File: src/rtl/alu_pkg.sv
// Shared constants for the format-I execute stage: opcodes, ALU function
// selects, status-register bit positions and the sequencer state encoding.
package alu_pkg;

  localparam int unsigned DATA_W = 16;
  localparam int unsigned FS_W   = 6;

  // Format-I opcodes
  localparam logic [3:0] OPC_MOV  = 4'h4;
  localparam logic [3:0] OPC_ADD  = 4'h5;
  localparam logic [3:0] OPC_ADDC = 4'h6;
  localparam logic [3:0] OPC_SUBC = 4'h7;
  localparam logic [3:0] OPC_SUB  = 4'h8;
  localparam logic [3:0] OPC_CMP  = 4'h9;
  localparam logic [3:0] OPC_DADD = 4'hA;
  localparam logic [3:0] OPC_BIT  = 4'hB;
  localparam logic [3:0] OPC_BIC  = 4'hC;
  localparam logic [3:0] OPC_BIS  = 4'hD;
  localparam logic [3:0] OPC_XOR  = 4'hE;
  localparam logic [3:0] OPC_AND  = 4'hF;

  // ALU function selects, shared with the ALU
  localparam logic [FS_W-1:0] FS_ADD  = 6'h00;
  localparam logic [FS_W-1:0] FS_ADDC = 6'h01;
  localparam logic [FS_W-1:0] FS_SUBC = 6'h02;
  localparam logic [FS_W-1:0] FS_SUB  = 6'h03;
  localparam logic [FS_W-1:0] FS_MOV  = 6'h10;
  localparam logic [FS_W-1:0] FS_AND  = 6'h11;
  localparam logic [FS_W-1:0] FS_BIC  = 6'h12;
  localparam logic [FS_W-1:0] FS_BIS  = 6'h13;
  localparam logic [FS_W-1:0] FS_XOR  = 6'h14;

  // Status register bit positions
  localparam int unsigned SR_C = 0;
  localparam int unsigned SR_Z = 1;
  localparam int unsigned SR_N = 2;
  localparam int unsigned SR_V = 8;

  // Bit positions inside the ALU flag vector {C,V,N,Z}
  localparam int unsigned CVNZ_C = 3;
  localparam int unsigned CVNZ_V = 2;
  localparam int unsigned CVNZ_N = 1;
  localparam int unsigned CVNZ_Z = 0;

  typedef enum logic [1:0] {
    ST_IDLE  = 2'd0,
    ST_EXEC  = 2'd1,
    ST_WB    = 2'd2,
    ST_MWAIT = 2'd3
  } state_e;

  // Opcodes this stage can execute (DADD and non-format-I codes are rejected)
  function automatic logic opc_legal(input logic [3:0] opc);
    return (opc >= OPC_MOV) && (opc != OPC_DADD);
  endfunction

  // Opcode to ALU function select; CMP reuses SUB, BIT reuses AND
  function automatic logic [FS_W-1:0] opc_to_fs(input logic [3:0] opc);
    logic [FS_W-1:0] fs;
    case (opc)
      OPC_ADD:          fs = FS_ADD;
      OPC_ADDC:         fs = FS_ADDC;
      OPC_SUBC:         fs = FS_SUBC;
      OPC_SUB, OPC_CMP: fs = FS_SUB;
      OPC_AND, OPC_BIT: fs = FS_AND;
      OPC_BIC:          fs = FS_BIC;
      OPC_BIS:          fs = FS_BIS;
      OPC_XOR:          fs = FS_XOR;
      default:          fs = FS_MOV;
    endcase
    return fs;
  endfunction

endpackage

File: src/rtl/alu_flag_map.sv
// Combinational mapping of opcode and ALU flags onto the new status register.
module alu_flag_map
  import alu_pkg::*;
#(
  parameter int unsigned SIZE = DATA_W
) (
  input  logic [3:0]      opc_i,
  input  logic            bw_i,
  input  logic [SIZE-1:0] src_i,
  input  logic [SIZE-1:0] dst_i,
  input  logic [SIZE-1:0] sr_i,
  input  logic [3:0]      cvnz_i,
  output logic            sr_we_c_o,
  output logic [SIZE-1:0] sr_wdata_c_o
);

  localparam int unsigned HALF = SIZE / 2;

  logic src_msb;
  logic dst_msb;

  // Select flag sources per opcode; non-flag SR bits pass through
  always_comb begin
    src_msb      = bw_i ? src_i[HALF-1] : src_i[SIZE-1];
    dst_msb      = bw_i ? dst_i[HALF-1] : dst_i[SIZE-1];
    sr_we_c_o    = 1'b0;
    sr_wdata_c_o = sr_i;
    case (opc_i)
      OPC_ADD, OPC_ADDC, OPC_SUBC, OPC_SUB, OPC_CMP: begin
        sr_we_c_o          = 1'b1;
        sr_wdata_c_o[SR_C] = cvnz_i[CVNZ_C];
        sr_wdata_c_o[SR_V] = cvnz_i[CVNZ_V];
        sr_wdata_c_o[SR_N] = cvnz_i[CVNZ_N];
        sr_wdata_c_o[SR_Z] = cvnz_i[CVNZ_Z];
      end
      OPC_AND, OPC_BIT: begin
        sr_we_c_o          = 1'b1;
        sr_wdata_c_o[SR_C] = ~cvnz_i[CVNZ_Z];
        sr_wdata_c_o[SR_V] = 1'b0;
        sr_wdata_c_o[SR_N] = cvnz_i[CVNZ_N];
        sr_wdata_c_o[SR_Z] = cvnz_i[CVNZ_Z];
      end
      OPC_XOR: begin
        sr_we_c_o          = 1'b1;
        sr_wdata_c_o[SR_C] = ~cvnz_i[CVNZ_Z];
        sr_wdata_c_o[SR_V] = src_msb & dst_msb;
        sr_wdata_c_o[SR_N] = cvnz_i[CVNZ_N];
        sr_wdata_c_o[SR_Z] = cvnz_i[CVNZ_Z];
      end
      default: ;
    endcase
  end

endmodule

File: src/rtl/alu_exec_ctrl.sv
// Execute-stage sequencer for format-I instructions: drives the ALU, then
// writes the result to the register file or memory and the flags to SR.
module alu_exec_ctrl
  import alu_pkg::*;
#(
  parameter int unsigned SIZE = DATA_W
) (
  input  logic            CLK,
  input  logic            RST_n,
  input  logic            REQ_VALID,
  output logic            REQ_READY,
  input  logic [3:0]      REQ_OPC,
  input  logic            REQ_BW,
  input  logic [SIZE-1:0] REQ_SRC,
  input  logic [SIZE-1:0] REQ_DST,
  input  logic [3:0]      REQ_DREG,
  input  logic            REQ_DMEM,
  input  logic [SIZE-1:0] SR_IN,
  output logic [SIZE-1:0] ALU_SRC,
  output logic [SIZE-1:0] ALU_DST,
  output logic            ALU_BW,
  output logic            ALU_CIN,
  output logic [5:0]      ALU_FS,
  input  logic [SIZE-1:0] ALU_RES,
  input  logic [3:0]      ALU_CVNZ,
  output logic            RF_WE,
  output logic [3:0]      RF_WADDR,
  output logic [SIZE-1:0] RF_WDATA,
  output logic            SR_WE,
  output logic [SIZE-1:0] SR_WDATA,
  output logic            MEM_WR_VALID,
  input  logic            MEM_WR_READY,
  output logic [SIZE-1:0] MEM_WR_DATA,
  output logic            MEM_WR_BYTE,
  output logic            DONE,
  output logic            ERR
);

  localparam int unsigned HALF = SIZE / 2;

  state_e          state_q, state_d;
  logic            ready_q, ready_d;
  logic [SIZE-1:0] alu_src_q, alu_src_d;
  logic [SIZE-1:0] alu_dst_q, alu_dst_d;
  logic            alu_bw_q, alu_bw_d;
  logic            alu_cin_q, alu_cin_d;
  logic [FS_W-1:0] alu_fs_q, alu_fs_d;
  logic [3:0]      opc_q, opc_d;
  logic [3:0]      dreg_q, dreg_d;
  logic            dmem_q, dmem_d;
  logic [SIZE-1:0] sr_q, sr_d;
  logic            rf_we_q, rf_we_d;
  logic [3:0]      rf_waddr_q, rf_waddr_d;
  logic [SIZE-1:0] rf_wdata_q, rf_wdata_d;
  logic            sr_we_q, sr_we_d;
  logic [SIZE-1:0] sr_wdata_q, sr_wdata_d;
  logic            mem_valid_q, mem_valid_d;
  logic [SIZE-1:0] mem_data_q, mem_data_d;
  logic            mem_byte_q, mem_byte_d;
  logic            done_q, done_d;
  logic            err_q, err_d;

  logic            flag_we_c;
  logic [SIZE-1:0] flag_sr_c;
  logic [SIZE-1:0] wb_data_c;
  logic            flags_only_c;

  alu_flag_map #(.SIZE(SIZE)) u_flag_map (
    .opc_i        (opc_q),
    .bw_i         (alu_bw_q),
    .src_i        (alu_src_q),
    .dst_i        (alu_dst_q),
    .sr_i         (sr_q),
    .cvnz_i       (ALU_CVNZ),
    .sr_we_c_o    (flag_we_c),
    .sr_wdata_c_o (flag_sr_c)
  );

  // Byte results are zero-extended; CMP and BIT never write a destination
  assign wb_data_c    = alu_bw_q ? {{(SIZE-HALF){1'b0}}, ALU_RES[HALF-1:0]} : ALU_RES;
  assign flags_only_c = (opc_q == OPC_CMP) || (opc_q == OPC_BIT);

  // Next-state and next-output logic
  always_comb begin
    state_d     = state_q;
    alu_src_d   = alu_src_q;
    alu_dst_d   = alu_dst_q;
    alu_bw_d    = alu_bw_q;
    alu_cin_d   = alu_cin_q;
    alu_fs_d    = alu_fs_q;
    opc_d       = opc_q;
    dreg_d      = dreg_q;
    dmem_d      = dmem_q;
    sr_d        = sr_q;
    rf_waddr_d  = rf_waddr_q;
    rf_wdata_d  = rf_wdata_q;
    sr_wdata_d  = sr_wdata_q;
    mem_valid_d = mem_valid_q;
    mem_data_d  = mem_data_q;
    mem_byte_d  = mem_byte_q;
    rf_we_d     = 1'b0;
    sr_we_d     = 1'b0;
    done_d      = 1'b0;
    err_d       = 1'b0;
    case (state_q)
      ST_IDLE: begin
        if (REQ_VALID && ready_q) begin
          if (opc_legal(REQ_OPC)) begin
            alu_src_d = REQ_SRC;
            alu_dst_d = REQ_DST;
            alu_bw_d  = REQ_BW;
            alu_cin_d = SR_IN[SR_C];
            alu_fs_d  = opc_to_fs(REQ_OPC);
            opc_d     = REQ_OPC;
            dreg_d    = REQ_DREG;
            dmem_d    = REQ_DMEM;
            sr_d      = SR_IN;
            state_d   = ST_EXEC;
          end else begin
            err_d = 1'b1;
          end
        end
      end
      ST_EXEC: begin
        state_d    = ST_WB;
        sr_we_d    = flag_we_c;
        sr_wdata_d = flag_sr_c;
        if (flags_only_c) begin
          done_d = 1'b1;
        end else if (dmem_q) begin
          mem_valid_d = 1'b1;
          mem_data_d  = wb_data_c;
          mem_byte_d  = alu_bw_q;
        end else begin
          rf_we_d    = 1'b1;
          rf_waddr_d = dreg_q;
          rf_wdata_d = wb_data_c;
          done_d     = 1'b1;
        end
      end
      ST_WB: begin
        if (mem_valid_q && !MEM_WR_READY) begin
          state_d = ST_MWAIT;
        end else begin
          mem_valid_d = 1'b0;
          state_d     = ST_IDLE;
        end
      end
      ST_MWAIT: begin
        if (MEM_WR_READY) begin
          mem_valid_d = 1'b0;
          state_d     = ST_IDLE;
        end
      end
      default: state_d = ST_IDLE;
    endcase
    ready_d = (state_d == ST_IDLE);
  end

  // State and output registers
  always_ff @(posedge CLK or negedge RST_n) begin
    if (!RST_n) begin
      state_q     <= ST_IDLE;
      ready_q     <= 1'b0;
      alu_src_q   <= '0;
      alu_dst_q   <= '0;
      alu_bw_q    <= 1'b0;
      alu_cin_q   <= 1'b0;
      alu_fs_q    <= '0;
      opc_q       <= '0;
      dreg_q      <= '0;
      dmem_q      <= 1'b0;
      sr_q        <= '0;
      rf_we_q     <= 1'b0;
      rf_waddr_q  <= '0;
      rf_wdata_q  <= '0;
      sr_we_q     <= 1'b0;
      sr_wdata_q  <= '0;
      mem_valid_q <= 1'b0;
      mem_data_q  <= '0;
      mem_byte_q  <= 1'b0;
      done_q      <= 1'b0;
      err_q       <= 1'b0;
    end else begin
      state_q     <= state_d;
      ready_q     <= ready_d;
      alu_src_q   <= alu_src_d;
      alu_dst_q   <= alu_dst_d;
      alu_bw_q    <= alu_bw_d;
      alu_cin_q   <= alu_cin_d;
      alu_fs_q    <= alu_fs_d;
      opc_q       <= opc_d;
      dreg_q      <= dreg_d;
      dmem_q      <= dmem_d;
      sr_q        <= sr_d;
      rf_we_q     <= rf_we_d;
      rf_waddr_q  <= rf_waddr_d;
      rf_wdata_q  <= rf_wdata_d;
      sr_we_q     <= sr_we_d;
      sr_wdata_q  <= sr_wdata_d;
      mem_valid_q <= mem_valid_d;
      mem_data_q  <= mem_data_d;
      mem_byte_q  <= mem_byte_d;
      done_q      <= done_d;
      err_q       <= err_d;
    end
  end

  assign REQ_READY    = ready_q;
  assign ALU_SRC      = alu_src_q;
  assign ALU_DST      = alu_dst_q;
  assign ALU_BW       = alu_bw_q;
  assign ALU_CIN      = alu_cin_q;
  assign ALU_FS       = alu_fs_q;
  assign RF_WE        = rf_we_q;
  assign RF_WADDR     = rf_waddr_q;
  assign RF_WDATA     = rf_wdata_q;
  assign SR_WE        = sr_we_q;
  assign SR_WDATA     = sr_wdata_q;
  assign MEM_WR_VALID = mem_valid_q;
  assign MEM_WR_DATA  = mem_data_q;
  assign MEM_WR_BYTE  = mem_byte_q;
  assign ERR          = err_q;
  // Memory retirement must coincide with the handshake cycle itself
  assign DONE         = done_q | (mem_valid_q & MEM_WR_READY);

endmodule
File: config.mk
export PLATFORM = sky130hd
export DESIGN_NAME = alu_exec_ctrl
export DESIGN_NICKNAME = d
export VERILOG_FILES = /design/src/rtl/alu_pkg.sv /design/src/rtl/alu_flag_map.sv /design/src/rtl/alu_exec_ctrl.sv
export SDC_FILE = /design/constraint.sdc
export NUM_CORES = 1
export LEC_CHECK = 0
export BUFFER_PORTS_ARGS = -buffer_cell sky130_fd_sc_hd__buf_2
export CAP_MARGIN = 20
export CORE_MARGIN = 2
export CORE_UTILIZATION = 54
export DETAILED_ROUTE_END_ITERATION = 6
export HOLD_SLACK_MARGIN = 0.15
export PLACE_DENSITY = 0.95
export SETUP_SLACK_MARGIN = 0.15
export SYNTH_ARGS = -nofsm -noshare
export SYNTH_HDL_FRONTEND = slang
export SYNTH_SLANG_ARGS = --single-unit
File: constraint.sdc
create_clock -name CLK -period 2.7 [get_ports CLK]
set_clock_uncertainty 0.05 [all_clocks]
set_input_delay 0.135 -clock CLK [delete_from_list [all_inputs] [get_ports CLK]]
set_output_delay 0.135 -clock CLK [all_outputs]
set_load 0.05 [all_outputs]
* Yosys cells after proc, flatten, opt, wreduce, memory -nomap -nowiden *
Memory sizes are Yosys's and may differ from the RTL's. A register that Yosys moved wholly into a read port is not among the register bits.
Index checks and enable logic that the tools add are counted.

word-level totals
  memories = 1
  memory bits (read-only) = 64
  latch bits = 0
  logic and storage cells = 87
  bits in registers = 126
  output and inout port bits = 99
  memory bits (writable) = 0
  bits of input ports = 82

memory list
  memory           depth  width  rd ports  clocked after memory_dff  write ports  line           text
  (no name shown)  16     4      1         1                         0            alu_pkg.sv:60  case (opc)

operators by class
  div/mod/pow operators = 0
  reduce and logical (&&, ||, !) cells = 17
  add/subtract/negate cells = 0
  $mul = 0
  equality and inequality tests = 16
  bitwise gates (word level) = 6
  muxes and demuxes = 25
  $lt $le $gt $ge = 1
  shift-type cells = 0

operators by type and width
  operator                                             number
  equality test 4 bit, second input constant           5
  two-way mux 1 bit                                    16
  two-way mux 16 bit                                   1
  equality test 4 x 3 -> 1 bit, second input constant  3
  AND reduction 3 bit                                  3
  two-way mux 2 bit                                    4
  inequality test 2 bit, second input constant         4
  one-hot mux 2 bit (4 select lines)                   1
  OR reduction 8 bit                                   1
  one-hot mux 1 bit (3 select lines)                   2
  one-hot mux 3 bit (2 select lines)                   1
  AND reduction 5 bit                                  1
  OR reduction 5 bit                                   1
  equality test 2 bit, second input constant           2
  >= comparator 4 x 3 -> 1 bit, second input constant  1
  zero test 2 bit                                      2
  inequality test 4 bit, second input constant         1
  logical AND 1 bit                                    3
  NOT 1 bit                                            3
  nonzero test 3 bit                                   1
  OR reduction 3 bit                                   1
  bitwise AND 1 bit                                    2
  equality test 2 x 1 -> 1 bit, second input constant  1
  zero test 1 bit                                      2
  other kinds (3)                                      3

* Longest topological paths before layout *
  depth in word-level cells = 6
  depth in mapped cells = 7
  mapped depth without buffers = 4

* Hierarchy *
Synthesis repeated with hierarchy kept, for this count alone.

second synthesis, totals
  cells, all modules = 354
  area, all modules = 5104.9 um2

modules (own cells, without submodules)
  module         area each (um2)  cells an instance  times used  seq. area each (um2)
  alu_exec_ctrl  4837.1           319                1           3078.0
  alu_flag_map   267.8            35                 1           0.0

* Least setup slack after synthesis *
No wires, ideal clock.

  kind = flip-flop to flip-flop
  from = reg ready_q (netlist: REQ_READY)
  to = reg alu_bw_q (netlist: ALU_BW)
  path slack = 825 ps
  clock period less this slack = 1875 ps
  library setup time = 125 ps
  required time = 2525 ps
  arrival time = 1700 ps
  buffers on the path = 2
  stages on the path, launching flop included = 7
  cell sequence = dfrtp_1 nand2_1 nor3_2 o21a_1 buf_6 buf_12 mux2_4

between the ends
  cells in the longest elaborated chain, start to end = 2

RTL lines
  element                               line                  text
  start: declaration                    alu_exec_ctrl.sv:42   logic ready_q, ready_d;
  start signal: assignment              alu_exec_ctrl.sv:186  ready_q <= ready_d;
  logical AND 1 bit                     alu_exec_ctrl.sv:107  if (REQ_VALID && ready_q) begin
  AND reduction 3 bit (no source line)  n/a
  end signal: assignment                alu_exec_ctrl.sv:189  alu_bw_q <= alu_bw_d;
  end: declaration                      alu_exec_ctrl.sv:45   logic alu_bw_q, alu_bw_d;

No other way between the ends.
A chain may end at the register's enable or synchronous reset.

* Worst setup path in the final report *
  from = reg state_q[1]
  to = reg sr_q[14]

between the ends
  cells in the longest elaborated chain, start to end = 2

RTL lines
  element                               line                  text
  start: declaration                    alu_exec_ctrl.sv:41   state_e state_q, state_d;
  start signal: assignment              alu_exec_ctrl.sv:185  state_q <= state_d;
  zero test 2 bit                       alu_exec_ctrl.sv:105  case (state_q)
  AND reduction 3 bit (no source line)  n/a
  end signal: assignment                alu_exec_ctrl.sv:195  sr_q <= sr_d;
  end: declaration                      alu_exec_ctrl.sv:51   logic [SIZE-1:0] sr_q, sr_d;

No other way between the ends.

==> summary.md <==
| Metric | Value |
|---|---|
| Status | `finished, final reports clean` |
| Initial antenna violation count | `0` |
| Setup crit end kind | `flip-flop` |
| H-tree levels | `4` |
| RSZ-0062 raised after global routing | `no` |
| Via count | `just under 4000` |
| Setup ws final | `675 ps` |
| Placement Setup Slack | `between 700 and 800 ps` |
| Largest delay share family, worst path | `flip-flops` |
| Most frequent cells in the layout | `buf_2, dfrtp_1, dlygate4sd3_1, mux2_4, nand2_1` |
| Worst-Margin Slew | `691 ps` |
| Commonest non-fill, non-tap cell in the layout | `buf_2` |
| Leak Pwr | `3.77 nW` |
| # port buffers | `about 180` |
| I/O pin count | `181` |
| First-pass GRT wire length | `about 22 mm` |
| CTS max path bufs | `2` |
| Yosys warnings | `0` |
| DR vias/cell | `5.11` |
| Largest net degree at the start of global routing | `70` |
| Asr flop ratio synth | `100%` |
| Share of post-route cells with drive strength above 1 | `48.2%` |
| Cell Area, Synth | `5200 um^2` |
| Clock tree sinks | `123` |
| Primary FF master, synth | `dfrtp_1` |
| Die height | `102 um` |
| Vias in the first global route | `4261` |
| Critical-path cell with the highest stage delay | `dfrtp_1` |
| Post-synth EDFFs | `0` |
| Clk slew on worst S/H paths | `~60 ps` |
| Avg WL per Cell | `18.0 um` |
| Layout Utilization | `81.4%` |
| Pwr Density | `1480 nW/um^2` |
| Core ar. | `approximately 9300 um^2` |
| CTS buffer count | `17` |
| Crit-path max FO | `16` |
| Final Hold Vio Count | `0` |
| Fin. max-slew vios | `0` |
| Global route overflow | `0` |
| Overall power | `11.2 mW` |
| Sequential Power Share | `30.5%` |
| Slowest cell delay on critical path | `460 ps` |
| Root Driver | `clkbuf_8` |
| Cell Chain, Critical Path | `nor3_2, o21a_4, buf_4, mux2_4` |
| Clock Latency Late Sink | `500 ps` |
| Hold/Removal Path Class | `in2async` |
| Initial Util | `56.1%` |
| Area Growth Syn to Fin | `45.2%` |
| Worst setup SP type | `flip-flop` |
| Area of the multi-input gates | `1930 um^2` |
| GPL Wtd Cong | `0.794` |
| WHS | `185 ps` |
| Final min period | `2030 ps` |
| Syn_area_per_cell | `14.3 um^2` |
| Max-cap violation count | `0` |
| CTS tree | `built` |
| Maximum VDD drop | `0.000854 V` |
| Buf/Inv on CP | `1` |
| WP data arrival | `2360 ps` |
| Register Area | `~3000 um^2` |
| Worst setup path class | `reg2reg` |
| Clock share of power | `roughly 20%` |
| Final setup viols | `0` |
| Antenna Violating Nets Remaining | `0` |
| Final Instance Area | `7560 um^2` |
| Yosys reg bits | `about 120` |
| Rel. slew slack | `53.9%` |
| Nets | `712` |
| Number of placement rows | `35` |
| Switching Fraction | `around 47%` |
| Setup TNS Final | `0 ps` |
| GRT Total Usage | `27.3%` |
| PostCTS Resize Cnt | `0` |
| Area post-placement | `6160 um^2` |
| DP HPWL | `8.45 mm` |
| Req. time, crit path | `3030 ps` |
| Switch Pwr | `about 5.3 mW` |
| Synth unique cells | `a little over 40` |
| Full die area | `10400 um^2` |
| DR pass1 iterations | `4` |
| Logic pwr share | `49.8%` |
| Peak Freq | `0.494 GHz` |
| Routed wire length | `about 14 mm` |
| Antenna fix cells | `0` |
| Fin crit share | `75.0%` |
| Mapped Cells | `between 300 and 400` |
| Initial DRC Count | `220` |
| Int Pwr | `5.91 mW` |
| Die span in x | `102 um` |
| Final cell count without fillers | `772` |
| Cells after DPL | `658` |
| # fillers | `510` |
| Sequential fraction of the synthesis area | `59.1%` |
| Detailed-route DRC error count | `0` |
==> path summary, 6_finish.rpt <==
check,from,to,slack (ps),depth (start not counted)
min reg2reg,sr_q[3],SR_WDATA[3],410,2
max reg2reg,state_q[1],sr_q[14],670,4
min in group CLK,ALU_CVNZ[3],SR_WDATA[0],200,5
min,RST_n,sr_q[12],180,2
max,state_q[1],sr_q[14],670,4
max in group asynchronous,RST_n,RF_WADDR[3],1600,3
==> synth_stat cells (2+ instances only) <==
| cell | n | share of area, % |
|---|---|---|
| clkbuf_1 | 5 | 0.36 |
| dfrtp_1 | 123 | 59 |
| o21a_1 | 3 | 0.43 |
| a31oi_1 | 3 | 0.36 |
| a21oi_1 | 8 | 0.77 |
| nor3_2 | 2 | 0.38 |
| mux2_1 | 10 | 2.2 |
| o21ai_0 | 6 | 0.58 |
| nand2b_1 | 2 | 0.24 |
| nor3_1 | 2 | 0.19 |
| o211ai_1 | 2 | 0.29 |
| mux2_4 | 49 | 14 |
| buf_4 | 3 | 0.43 |
| buf_2 | 5 | 0.48 |
| nand2_1 | 44 | 3.2 |
| inv_1 | 4 | 0.29 |
| mux2i_1 | 6 | 1.2 |
| o221a_2 | 2 | 0.43 |
| buf_12 | 5 | 1.9 |
| nor2_1 | 10 | 0.72 |
| a32oi_1 | 2 | 0.34 |
| mux2_2 | 34 | 7.4 |
| inv_2 | 2 | 0.14 |
| a21o_1 | 3 | 0.43 |
| buf_6 | 2 | 0.43 |
| nor2b_1 | 11 | 1.3 |
==> cells by family (layout without fill, tap and decap cells) <==
kind of cell,Yosys count,count (layout),synth area share [%]
DFF,123,123,59.1
muxes,99,99,24.8
and+or+nand+nor,77,77,7.07
AOI/OAI and AO/OA,37,37,4.86
buffers and inverters,26,305,4.06
other,1,2,0.0720
==> power groups by stage <==
stage               Combinational (mW)  Sequential, mW  Clock [mW]
floorplan                         1.89            5.66           0
global placement                  5.26            3.32           0
detailed placement                5.41            3.38           0
CTS                               5.54            3.37        2.21
global route                      5.82            3.51        2.31
finish                            5.56            3.41        2.20
==> final cells by class <==
cell class / count / share of cell area [%]
multi-input combinational: 215 / 25.5
clock inverter: 15 / 2.18
timing repair buffer: 267 / 23.7
tap: 129 / 2.14
clock buffer: 17 / 5.48
inverter: 6 / 0.298
sequential: 123 / 40.7
==> registers in the layout, summed over array words and instances (netlist names) <==
| register | flops |
|---|---|
| RF_WE | 1 |
| state_q | 2 |
| ERR | 1 |
| opc_q | 4 |
| SR_WDATA | 16 |
| sr_q | 16 |
| done_q | 1 |
| ALU_DST | 16 |
| dreg_q | 4 |
| dmem_q | 1 |
| ALU_SRC | 16 |
| ALU_BW | 1 |
| MEM_WR_BYTE | 1 |
| MEM_WR_DATA | 16 |
| RF_WDATA | 16 |
| REQ_READY | 1 |
| ALU_FS | 4 |
| RF_WADDR | 4 |
| MEM_WR_VALID | 1 |
| SR_WE | 1 |
==> layer usage <==
layer	global-route usage, %	vias to the layer above	wire length (um)
li1	-	1790	-
met1	32.7	1945	5420
met2	47.8	175	7340
met3	5.20	37	709
met4	12.4	0	437
met5	0	-	0
==> what timing repair did <==
action	CTS	global route
endpoints found under the hold margin	157	0
hold buffers	82	0
buffers inserted	0	0
(Power assumes the default switching activity.)
